## src/rtl/amplitude_smoother.sv

```systemverilog
// Gain-smoothing sample scaler: out = (signed sample * unsigned gain) >> 16, gain slewing toward target_amp.
// Latency: 2 cycles from input acceptance to sample_out_valid (S1 operand register, S2 product register).
// Backpressure: pipeline advances only when the output is empty or taken; sample_in_ready mirrors that.
// Build option: define AMP_SMOOTHER_RAMP_EN to slew the gain by STEP per accepted sample;
// otherwise the gain jumps straight to target_amp on each accepted sample.
module amplitude_smoother #(
    parameter logic [15:0] STEP = 16'h0100
) (
    input  logic        Clk,
    input  logic        Reset,
    input  logic [15:0] target_amp,
    input  logic [15:0] sample_in,
    input  logic        sample_in_valid,
    output logic        sample_in_ready,
    output logic [15:0] sample_out,
    output logic        sample_out_valid,
    input  logic        sample_out_ready,
    output logic [15:0] cur_amp,
    output logic        ramping
);

`ifdef AMP_SMOOTHER_RAMP_EN
    localparam bit RAMP_EN = 1'b1;
`else
    localparam bit RAMP_EN = 1'b0;
`endif

    typedef enum logic [1:0] {
        SETTLED   = 2'd0,
        RAMP_UP   = 2'd1,
        RAMP_DOWN = 2'd2
    } state_t;

    // Gain FSM state
    state_t      r_state;
    logic [15:0] r_cur_amp;
    logic        r_ramping;

    // S1: captured sample and the gain in force when it was accepted
    logic        r_s1_vld;
    logic [15:0] r_s1_smp;
    logic [15:0] r_s1_amp;

    // S2: scaled output
    logic        r_out_vld;
    logic [15:0] r_out_dat;

    // Handshake and datapath wires
    logic               w_advance;
    logic               w_accept;
    logic signed [32:0] w_prod;
    logic               w_unused_prod;

    // Next-gain decision wires
    logic [15:0] w_up_diff;
    logic [15:0] w_dn_diff;
    logic        w_up_far;
    logic        w_dn_far;
    logic [15:0] w_nxt_amp;
    state_t      w_nxt_state;

    // Whole pipeline moves in lockstep: it may advance whenever the output
    // register is empty or is being consumed this cycle.
    assign w_advance = !r_out_vld || sample_out_ready;

    // While in reset the block advertises ready so upstream never stalls on
    // it, but nothing is actually taken in.
    assign sample_in_ready = !Reset || w_advance;
    assign w_accept        = Reset && sample_in_valid && w_advance;

    // Distances to the target; each is only meaningful on its own side, so
    // the magnitude compare guards against the wrapped value.
    assign w_up_diff = target_amp - r_cur_amp;
    assign w_dn_diff = r_cur_amp - target_amp;
    assign w_up_far  = (r_cur_amp < target_amp) && (w_up_diff > STEP);
    assign w_dn_far  = (r_cur_amp > target_amp) && (w_dn_diff > STEP);

    // Next gain: step toward the target while more than one STEP away,
    // otherwise land exactly on it (this is what prevents overshoot/wrap,
    // since a step is only taken when it stays strictly short of the target).
    always_comb begin
        w_nxt_amp   = target_amp;
        w_nxt_state = SETTLED;
        if (RAMP_EN && w_up_far) begin
            w_nxt_amp   = r_cur_amp + STEP;
            w_nxt_state = RAMP_UP;
        end else if (RAMP_EN && w_dn_far) begin
            w_nxt_amp   = r_cur_amp - STEP;
            w_nxt_state = RAMP_DOWN;
        end
    end

    // Gain FSM: re-evaluated only when a sample is accepted, so the gain is
    // frozen during stalls and idle periods.
    always_ff @(posedge Clk) begin
        if (!Reset) begin
            r_state   <= SETTLED;
            r_cur_amp <= 16'h0000;
            r_ramping <= 1'b0;
        end else if (w_accept) begin
            r_state   <= w_nxt_state;
            r_cur_amp <= w_nxt_amp;
            r_ramping <= (w_nxt_state != SETTLED);
        end
    end

    // S1: capture the sample together with the pre-update gain.
    always_ff @(posedge Clk) begin
        if (!Reset) begin
            r_s1_vld <= 1'b0;
            r_s1_smp <= 16'h0000;
            r_s1_amp <= 16'h0000;
        end else if (w_advance) begin
            r_s1_vld <= sample_in_valid;
            if (sample_in_valid) begin
                r_s1_smp <= sample_in;
                r_s1_amp <= r_cur_amp;
            end
        end
    end

    // Signed sample times zero-extended gain; the magnitude never exceeds
    // 2^31, so bits [31:16] are the exact Q16 scaled result.
    assign w_prod        = $signed(r_s1_smp) * $signed({1'b0, r_s1_amp});
    assign w_unused_prod = ^{w_prod[32], w_prod[15:0]};

    // S2: register the scaled sample; data only changes when a valid
    // sample moves in, so a bubble leaves the last value on the bus.
    always_ff @(posedge Clk) begin
        if (!Reset) begin
            r_out_vld <= 1'b0;
            r_out_dat <= 16'h0000;
        end else if (w_advance) begin
            r_out_vld <= r_s1_vld;
            if (r_s1_vld) begin
                r_out_dat <= w_prod[31:16];
            end
        end
    end

    assign sample_out       = r_out_dat;
    assign sample_out_valid = r_out_vld;
    assign cur_amp          = r_cur_amp;
    assign ramping          = r_ramping;

endmodule

```

## config.mk

```make
export PLATFORM = sky130hd
export DESIGN_NAME = amplitude_smoother
export DESIGN_NICKNAME = d
export VERILOG_FILES = /design/src/rtl/amplitude_smoother.sv
export SDC_FILE = /design/constraint.sdc
export NUM_CORES = 1
export LEC_CHECK = 0
export ABC_AREA = 1
export BUFFER_PORTS_ARGS = -buffer_cell sky130_fd_sc_hd__buf_2
export CAP_MARGIN = 20
export CORE_MARGIN = 3
export CORE_UTILIZATION = 60
export CTS_CLUSTER_SIZE = 20
export DETAILED_ROUTE_END_ITERATION = 6
export HOLD_SLACK_MARGIN = 0.1
export PLACE_DENSITY = 0.85
export SYNTH_ARGS = -nofsm -noshare
export SYNTH_HDL_FRONTEND = slang
export SYNTH_SLANG_ARGS = --single-unit
```

## constraint.sdc

```tcl
create_clock -name Clk -period 14.85 [get_ports Clk]
set_input_delay 0.7425 -clock Clk [delete_from_list [all_inputs] [get_ports Clk]]
set_output_delay 0.7425 -clock Clk [all_outputs]
set_load 0.02 [all_outputs]
```

==> impl_metrics.ini <==
[clocking]
clock-root-buffer = clkbuf_16
cts_made_buffers = 9
cts_buffer_depth = 2
worstSkewPairLatency_ns = 0.35
clk_pin_slew_ns = 0.06
cts_resized = 0
post_cts_buffers = 0
numClockSinks = 66
cts_hold_buffers = 0
cts_tree = done
cts.htree.levels = 3

[global_routing]
grtUsageTotal_pct = 29.30
grt_pass1_vias = 10451
antenna_found_initial = 0
grt_max_degree = 51
grt_pass1_wl_um = 49850
grt-ovfl-total = 0

[worst_setup_path]
startpoint = r_s1_amp[15]
crit_slowest_cell = dfxtp_1
startpoint_type = register
end_kind = register
r2r_start = r_s1_amp[15]
cp.arrival_ns = 6.30
cp_cell_sequence = nand2_1 > fa_1 > fa_1 > inv_1 > fa_1 > fa_1 > fa_1 > inv_1 > fa_1 > inv_1 > ha_1 > nand2_1 > nor2_1 > inv_1 > nor3_1 > nand2_1 > nand2_1 > nor2_1 > o21ai_0 > inv_1
slowest_delay_ns = 0.89
critical_path_class = reg -> reg
cp_common_cell = fa_1
required_ns = 15.08
ff2ff_setup_slack_ns = 8.78
path_buf_inv = 5
path_max_fanout = 17
crit_family = adder cells

[yosys]
synth_edf_count = 0
synth_top_cell_by_area = fa_1
synth_area_leaders = fa_1, inv_1, ha_1, nand2_1, dfxtp_1
ys_types = 38
yosys_warnings = 0
synth_fp_nets = 1944
syn_area_per_cell_um2 = 7.261
postSynthCellCount = 1601
synth_most_common_cell = inv_1
ys_dominant_reg_cell = dfxtp_1
ys_ff_latch = 66
synth_area_um2 = 11620
synthTopCellsByCount = inv_1, nand2_1, fa_1
synth_top_cell_area_share_pct = 33.24
ys_seq_area_share_pct = 11.37
async_flop_share_pct = 0

[timing]
hold_slack_ns = 0.4828
skew_ns = 0.01610
slew_headroom_pct = 32.27
hold_viol = 0
rsz0062_at_grt = no
finalCritPeriodShare_pct = 40.89
tightest_slew_ns = 1.015
final.min_clock_period_ns = 6.071
maxSlewViolCount = 0
fmax_mhz = 164.7
fin_ws_ns = 8.779
tns_ns = 0
setup_viol = 0

[route]
drc = 0
vias = 9978
totalWireLength_um = 29850
routed_via_density = 5.327
wl_per_cell_um = 15.94
first_iter_violations = 771
drt-pass1-iter-count = 6
ant_nets = 0

[final_layout]
area_growth_pct = 5.942
regArea_um2 = 1321
fillers = 1617
layout.cells.non_filler = 1873
multi_input_area_um2 = 8389
layout-drive-gt1-share_pct = 7.692
final_nets = 1950
utilization_pct = 65.19

[worst_hold_path]
hp-start = cur_amp[13]
hp-class = reg -> reg

[floorplanning]
ios = 71
rows = 50
core_area_um2 = 18890
die_w_um = 145.2
die_area_um2 = 21080
floorplan.initialDensity_pct = 61.53
die_h_um = 145.2

[place]
placedCellCount = 1856
dpl_worst_slack_ns = 8.921
dp_hpwl_um = 23200
place.gp.congestion = 0.9667
io_buffer_count = 69

[power_and_ir_drop]
ir_drop_v = 0.00007159
power_density_nw_per_um2 = 72.70
p_leak_nw = 7.295

[run_status]
status = completed

[run]
cap_viol_max_count = 0
[final timing paths]
path         cells past startpoint            end
max                             20  sample_out[1]
min                              2    cur_amp[13]
max reg2reg                     20  sample_out[1]
min reg2reg                      2    cur_amp[13]
[cell families after synthesis]
| logic type | Yosys count | share of synthesized area, % |
|---|---|---|
| XOR/XNOR | 5 | 0.3768 |
| AND/OR/NAND/NOR | 592 | 20.49 |
| adder cells (fa/ha/maj) | 307 | 45.51 |
| AO/OA/AOI/OAI | 126 | 5.737 |
| other | 1 | 0.03226 |
| flip-flops | 66 | 11.37 |
| buffers and inverters | 504 | 16.49 |
[layer usage]
metal / vias up / track usage [%] / share of wire [%]
met3: 107 / 6.996 / 8.0
met2: 464 / 48.36 / 48
met1: 4772 / 36.11 / 39
met4: 0 / 14.72 / 4.8
met5: - / 0 / 0
li1: 4635 / - / -
[through the flow]
stage / instance area [um^2] / power (mW)
2_1_floorplan: 11620 / 0.5492
3_3_place_gp: 12030 / 0.6660
3_5_place_dp: 12030 / 0.6767
4_1_cts: 12310 / 0.8967
5_1_grt: 12310 / 0.9749
6_report: 12320 / 0.8954
[registers in the layout (all words and copies together), names as in the netlist]
register	cells
sample_out	16
r_s1_vld	1
sample_out_valid	1
r_s1_amp	16
r_s1_smp	16
cur_amp	16
[cells in the final DEF (no fill, tap or decap), types with 2 or more instances in the layout]
cell        instances
a21oi_2             2
buf_4               8
xnor2_1             3
nor3_2              2
clkinv_1            2
ha_1              114
fa_1              193
inv_6               2
xor2_1              2
dfxtp_1            66
nand4_1             5
clkbuf_16           9
clkinvlp_4          3
inv_2               2
nor3_1              7
nor2_4              2
nor2_2              4
o21bai_1            4
a21o_1              3
o21ai_0            61
a21oi_1            50
nor2_1            149
nand3_1            35
or2_2               5
buf_2              69
nand2_2            10
inv_1             418
nand2_1           370
[power breakdown]
| part | internal, mW | switching (mW) | leakage, nW | total [mW] |
|---|---|---|---|---|
| clock network | 0.119 | 0.0975 | 0.132 | 0.217 |
| registers | 0.192 | 0.0421 | 0.546 | 0.234 |
| logic | 0.163 | 0.282 | 6.62 | 0.445 |
[tightest hold or removal path: cells and delay by family, from the launching register on]
| family | cells | cell delay, ns |
|---|---|---|
| compound gates | 1 | 0.05 |
| flops | 1 | 0.32 |
| simple gates | 1 | 0.06 |
[final cells by class]
class                      count  area share [%]
clock inverter                 6          0.3962
clock buffer                  10           1.940
antenna                        1         0.02032
multi-input combinational   1031           68.12
tap                          260           2.641
timing repair buffer          77           3.292
inverter                     422           12.86
sequential                    66           10.73
Note: power is estimated with default switching activity, not from simulation.
